--- src/rtl/fp_hsv_to_rgb.sv ---
// Float32 HSV to float32 RGB (0..255) converter: fixed-point unpack, sector search by
// repeated subtraction, multi-cycle multiply sequence, then repack to float32.
module fp_hsv_to_rgb #(
  parameter int unsigned FRAC_W = 16,
  parameter int unsigned SCALE  = 255
) (
  input  logic        clk,
  input  logic        rst,
  input  logic [31:0] H,
  input  logic [31:0] S,
  input  logic [31:0] V,
  input  logic        data_val_in,
  output logic [31:0] R,
  output logic [31:0] G,
  output logic [31:0] B,
  output logic        data_val_out,
  output logic        ready
);

  localparam int unsigned SV_W    = FRAC_W + 1;
  localparam int unsigned H_W     = FRAC_W + 9;
  localparam int unsigned SC_W    = SV_W + 8;
  localparam int unsigned RECIP60 = (2 ** FRAC_W) / 60;

  localparam logic [7:0]      EXP_OFF  = 8'(127 + 23 - FRAC_W);
  localparam logic [7:0]      HUE_ELIM = 8'(127 + 9);
  localparam logic [7:0]      ONE_EXP  = 8'd127;
  localparam logic [7:0]      PACK_OFF = 8'(127 - FRAC_W);
  localparam logic [SV_W-1:0] ONE      = SV_W'(2 ** FRAC_W);
  localparam logic [H_W-1:0]  SIXTY    = H_W'(60 * (2 ** FRAC_W));

  typedef enum logic [3:0] {
    ST_IDLE, ST_UNPACK, ST_SECTOR, ST_FRAC, ST_MUL1,
    ST_MUL2, ST_COMB, ST_SCALE, ST_PACK
  } state_t;

  state_t state, state_d;

  logic [31:0]     h_raw, s_raw, v_raw;
  logic [H_W-1:0]  h_fix;
  logic [SV_W-1:0] s_fix, v_fix, f, vs, p, vsf, q, t;
  logic [SC_W-1:0] v_sc, p_sc, q_sc, t_sc;
  logic [2:0]      sector;

  // Hue: negatives, zero/denormals and anything >= 512 (incl. Inf/NaN) collapse to 0.
  function automatic logic [H_W-1:0] unpack_h(input logic [31:0] x);
    logic [7:0] e;
    e = x[30:23];
    if (x[31] || e == 8'd0 || e >= HUE_ELIM) return '0;
    if (e >= EXP_OFF) return H_W'({24'd0, 1'b1, x[22:0]} << (e - EXP_OFF));
    return H_W'({24'd0, 1'b1, x[22:0]} >> (EXP_OFF - e));
  endfunction

  // S/V: saturate at 1.0, NaN and negatives go to 0.
  function automatic logic [SV_W-1:0] unpack_sv(input logic [31:0] x);
    logic [7:0] e;
    e = x[30:23];
    if (x[31] || e == 8'd0) return '0;
    if (e == 8'hFF && x[22:0] != 23'd0) return '0;
    if (e >= ONE_EXP) return ONE;
    return SV_W'({24'd0, 1'b1, x[22:0]} >> (EXP_OFF - e));
  endfunction

  function automatic logic [SC_W-1:0] scale(input logic [SV_W-1:0] x);
    return SC_W'(x) * SC_W'(SCALE);
  endfunction

  // Exact float32 repack of an unsigned Q8.FRAC_W value.
  function automatic logic [31:0] pack(input logic [SC_W-1:0] x);
    logic [7:0] msb;
    msb = '0;
    for (int i = 0; i < int'(SC_W); i++) if (x[i]) msb = 8'(i);
    if (x == '0) return '0;
    return {1'b0, PACK_OFF + msb, 23'({x, 23'd0} >> msb)};
  endfunction

  always_ff @(posedge clk) begin
    if (rst) state <= ST_IDLE;
    else     state <= state_d;
  end

  always_comb begin
    state_d = state;
    case (state)
      ST_IDLE:   if (data_val_in) state_d = ST_UNPACK;
      ST_UNPACK: state_d = ST_SECTOR;
      ST_SECTOR: if (h_fix < SIXTY) state_d = ST_FRAC;
      ST_FRAC:   state_d = ST_MUL1;
      ST_MUL1:   state_d = ST_MUL2;
      ST_MUL2:   state_d = ST_COMB;
      ST_COMB:   state_d = ST_SCALE;
      ST_SCALE:  state_d = ST_PACK;
      ST_PACK:   state_d = ST_IDLE;
      default:   state_d = ST_IDLE;
    endcase
  end

  // Datapath: each state updates only its own stage registers.
  always_ff @(posedge clk) begin
    case (state)
      ST_IDLE: if (data_val_in) begin
        h_raw <= H;
        s_raw <= S;
        v_raw <= V;
      end
      ST_UNPACK: begin
        h_fix  <= unpack_h(h_raw);
        s_fix  <= unpack_sv(s_raw);
        v_fix  <= unpack_sv(v_raw);
        sector <= 3'd0;
      end
      ST_SECTOR: if (h_fix >= SIXTY) begin
        h_fix  <= h_fix - SIXTY;
        sector <= (sector == 3'd5) ? 3'd0 : 3'(sector + 3'd1);
      end
      ST_FRAC: f  <= SV_W'(((H_W + FRAC_W)'(h_fix) * (H_W + FRAC_W)'(RECIP60)) >> FRAC_W);
      ST_MUL1: vs <= SV_W'(((2 * SV_W)'(v_fix) * (2 * SV_W)'(s_fix)) >> FRAC_W);
      ST_MUL2: begin
        p   <= v_fix - vs;
        vsf <= SV_W'(((2 * SV_W)'(vs) * (2 * SV_W)'(f)) >> FRAC_W);
      end
      ST_COMB: begin
        q <= v_fix - vsf;
        t <= p + vsf;
      end
      ST_SCALE: begin
        v_sc <= scale(v_fix);
        p_sc <= scale(p);
        q_sc <= scale(q);
        t_sc <= scale(t);
      end
      default: ;
    endcase
  end

  always_ff @(posedge clk) begin
    if (rst) begin
      R            <= '0;
      G            <= '0;
      B            <= '0;
      data_val_out <= 1'b0;
      ready        <= 1'b1;
    end else begin
      data_val_out <= (state == ST_PACK);
      ready        <= (state_d == ST_IDLE);
      if (state == ST_PACK) begin
        case (sector)
          3'd1:    begin R <= pack(q_sc); G <= pack(v_sc); B <= pack(p_sc); end
          3'd2:    begin R <= pack(p_sc); G <= pack(v_sc); B <= pack(t_sc); end
          3'd3:    begin R <= pack(p_sc); G <= pack(q_sc); B <= pack(v_sc); end
          3'd4:    begin R <= pack(t_sc); G <= pack(p_sc); B <= pack(v_sc); end
          3'd5:    begin R <= pack(v_sc); G <= pack(p_sc); B <= pack(q_sc); end
          default: begin R <= pack(v_sc); G <= pack(t_sc); B <= pack(p_sc); end
        endcase
      end
    end
  end

endmodule

--- config.mk ---
export PLATFORM = sky130hd
export DESIGN_NAME = fp_hsv_to_rgb
export DESIGN_NICKNAME = d
export VERILOG_FILES = /design/src/rtl/fp_hsv_to_rgb.sv
export SDC_FILE = /design/constraint.sdc
export NUM_CORES = 2
export LEC_CHECK = 0
export CORE_ASPECT_RATIO = 1.5
export CORE_MARGIN = 4
export CORE_UTILIZATION = 60
export CTS_CLUSTER_SIZE = 25
export DETAILED_ROUTE_END_ITERATION = 8
export HOLD_SLACK_MARGIN = 0.03
export PLACE_DENSITY = 0.78
export SETUP_SLACK_MARGIN = 0.05
export SYNTH_ARGS = -nofsm -noshare
export SYNTH_HDL_FRONTEND = slang
export SYNTH_SLANG_ARGS = --single-unit
--- constraint.sdc ---
create_clock -name clk -period 20.8 [get_ports clk]
set_input_delay 5.2 -clock clk [delete_from_list [all_inputs] [get_ports clk]]
set_output_delay 5.2 -clock clk [all_outputs]
set_load 0.005 [all_outputs]
==> impl_metrics.ini <==
[critical_path]
cp_cell_sequence = nand2_1 > fa_1 > inv_1 > fa_1 > inv_1 > fa_1 > inv_1 > fa_1 > inv_1 > fa_1 > inv_1 > fa_1 > ha_1 > a2111oi_0 > o21ai_0 > a31oi_1 > a21oi_1 > nor3_1 > o21ai_0 > a41o_1 > o41a_1 > a21oi_1 > o21bai_1 > xnor2_1
worst-path-max-fanout = 18
timing.critical_path.slowest_cell_delay_ns = 0.93
critical_path_arrival_ns = 8.01
timing.setup.critical_path_class = register to register
worstSetupEndpointType = register
crit_path_frequent_cell = sky130_fd_sc_hd__fa_1
critical-path-slowest-cell = sky130_fd_sc_hd__edfxtp_1
worst_setup_path_start_kind = register
required_ns = 21.17

[yosys]
synth.distinct_cells = 101
synth-seq-cells = 459
yosys_warnings = 0
mappedNetlistArea_sq_mm = 0.0639
async_flop_share = 0
area_share_of_the_leading_cell_type_in_the_synthesized_netlist = 0.238
synth_top_cells_by_area = sky130_fd_sc_hd__fa_1, sky130_fd_sc_hd__edfxtp_1, sky130_fd_sc_hd__ha_1
synth.largest_area_cell = sky130_fd_sc_hd__fa_1
ys_top_cells_by_count = sky130_fd_sc_hd__inv_1, sky130_fd_sc_hd__nand2_1, sky130_fd_sc_hd__fa_1
yosysMostFrequentCell = sky130_fd_sc_hd__inv_1
synth_edf_count = 360
sequential_fraction_of_the_synthesis_area = 0.200
post_synth.cell_area_avg_sq_um = 8.88
postSynth.topFlopCell = sky130_fd_sc_hd__edfxtp_1
cell_count_after_synthesis = 7197

[placement]
port_buffers = 193
place_congestion = 1.01
placedCellCount = 8536
detailed_placer_s_ending_hpwl_um = 168000
placement.cell_area_sq_mm = 0.0671

[floorplanning]
ioPinCount = 197
std_cell_rows = 146
starting_density = 0.604
die_area_sq_mm = 0.112
core_sq_mm = 0.106
chipHeight_um = 408
die_width_um = 274

[pwr]
power.density_mw_per_mm2 = 128
max-vdd-ir-drop_v = 0.000247
power.static_leakage_uw = 0.0301

[global_route]
grt_max_degree = 83
grt_util_all_layers = 0.380
grt_first_pass_wirelength_um = 327000
overflow = 0
grt_antenna_before_repair = 2
number_of_global_route_vias_before_repair = 57000

[sta]
setup_tns_ns = 0
setup-violations-final = 0
slew_viol_final = 0
rsz0062_at_grt = false
timing.final.crit_period_ns = 7.64
worst_setup_skew_after_layout_ns = 0.0479
worst-slew-pin-transition_ns = 1.44
maxSlewHeadroom = 0.0393
timing.final.hold_violations = 0
period_share = 0.367
max_freq_mhz = 131

[drt]
wirelength_um = 213000
routed_wire_length_per_instance_um = 24.7
route.detailed.vias_per_inst = 6.33
final_antenna_net_count = 0
drt_drc = 0
dr.pass1.iters = 8
detailroute.via_count = 54700
drt-initial-drc-count = 4620

[clocking]
cts_hold_buf = 0
htree_num_levels = 2
clock_root_buffer = sky130_fd_sc_hd__clkbuf_16
post_cts_resized = 0
cts-buffers-inserted = 49
worst_setup_hold_path_clk_slew_ns = 0.07
tritoncts_clock_tree = yes
clk-insertion-delay-late_ns = 0.68
clock_tree.buffer_depth = 3
cts_post_setup_buffers_inserted = 0
clock_sinks = 459

[outcome]
status = finished clean

[cells_and_area]
design.final.nets = 8565
layout-drive-gt1-share = 0.0497
areaGrowthSynthToFinish_pct = 7.67
post-route-cell-area_sq_mm = 0.0688
num-fill-cells = 8631
finalNonFillerCells = 8631

[run]
drv.max_cap_violation_count = 0

[min_path]
hold_class = register to register
-- area by class of cell --
cell class	count	area, sq um	share of cell area
clock inverters	28	329	0.00478
inverters	1097	4120	0.0598
well taps	1406	1760	0.0256
flip-flops and latches	459	12800	0.186
diodes	4	10.0	0.000145
multi-input cells	5261	45600	0.663
repair buffers	313	2830	0.0411
clock buffers	63	1370	0.0200
-- critical path, delay by kind of cell, from the launching register on --
family	cells	cell delay, ns
flip-flops	1	0.93
AO/OA/AOI/OAI	9	2.25
buffers and inverters	5	0.27
adder cells (fa/ha/maj)	7	3.26
AND/OR/NAND/NOR	2	0.51
XOR/XNOR	1	0.13
-- final timing paths --
path / slack, ns / cells after the start / end / startpoint
max: 13.16 / 24 / vsf[16] / vs[7]
min: 0.45 / 2 / G[10] / G[10]
max reg2reg: 13.16 / 24 / vsf[16] / vs[7]
min reg2reg: 0.45 / 2 / G[10] / G[10]
-- through the flow --
stage | hold WS (ns) | util | setup slack [ns] | total power [uW]
after global placement | 0.438 | 0.634 | 13.35 | 7540
after detailed placement | 0.443 | 0.634 | 13.25 | 7780
after floorplan | 0.443 | - | 8.32 | 5920
final | 0.450 | 0.651 | 13.16 | 8800
after CTS | 0.454 | 0.650 | 13.23 | 8790
after global routing | 0.468 | 0.651 | 12.72 | 9610
-- layout by cell type (no fill, tap or decap), drive strengths merged, types with 41 or more instances in the layout --
cell,netlist,layout
a31oi,54,54
nand3,147,147
fa,761,761
xnor2,160,160
o22ai,48,48
nor3,168,168
nand2,822,822
a22oi,71,71
mux2,41,41
clkbuf,334,63
mux2i,133,133
ha,524,524
and2,202,202
nor2b,60,60
nor2,505,505
a221oi,52,52
o21ai,287,287
buf,48,121
o211ai,63,63
clkdlybuf4s50,0,192
dfxtp,99,99
nand2b,44,44
nor4,50,50
inv,1095,1101
o21a,45,45
a21oi,301,301
and3,45,45
a211oi,104,104
edfxtp,360,360
xor2,46,46
-- state kept, by name (all words and copies together), names as in the netlist, 17 cells and up --
signal,count
G,31
q,17
p,17
t,17
s_fix,17
q_sc,25
p_sc,25
v_sc,25
v_raw,32
t_sc,25
h_fix,25
R,31
v_fix,17
f,17
vs,17
vsf,17
h_raw,32
B,31
s_raw,32
-- per-layer routing --
metal / routed length (um) / up-vias / part of all wire / GRT usage
li1: - / 24400 / - / -
met1: 69000 / 26700 / 0.32 / 0.395
met2: 105000 / 2652 / 0.49 / 0.658
met3: 14600 / 942 / 0.069 / 0.0639
met4: 24000 / 2 / 0.11 / 0.328
met5: 13 / - / 0.000061 / 0
-- kinds of logic (layout without fill, tap and decap cells) --
kind of cell	count (synthesis)	count (layout)	synth area share
buffers and inverters	1479	1501	0.0880
AOI/OAI and AO/OA	1403	1403	0.150
adders and majority gates	1285	1285	0.341
xor gates and xnor gates	206	206	0.0282
and+or+nand+nor	2162	2162	0.155
other	1	7	0.0000587
DFF	459	459	0.200
muxes	202	202	0.0382
-- power breakdown --
| part | total, uW | internal [uW] | switching, uW |
|---|---|---|---|
| Sequential | 1420 | 1340 | 81.3 |
| Combinational | 6430 | 2670 | 3760 |
| Clock | 956 | 525 | 431 |
| Total | 8800 | 4530 | 4270 |
No activity file was read; power rests on OpenSTA's default activity.
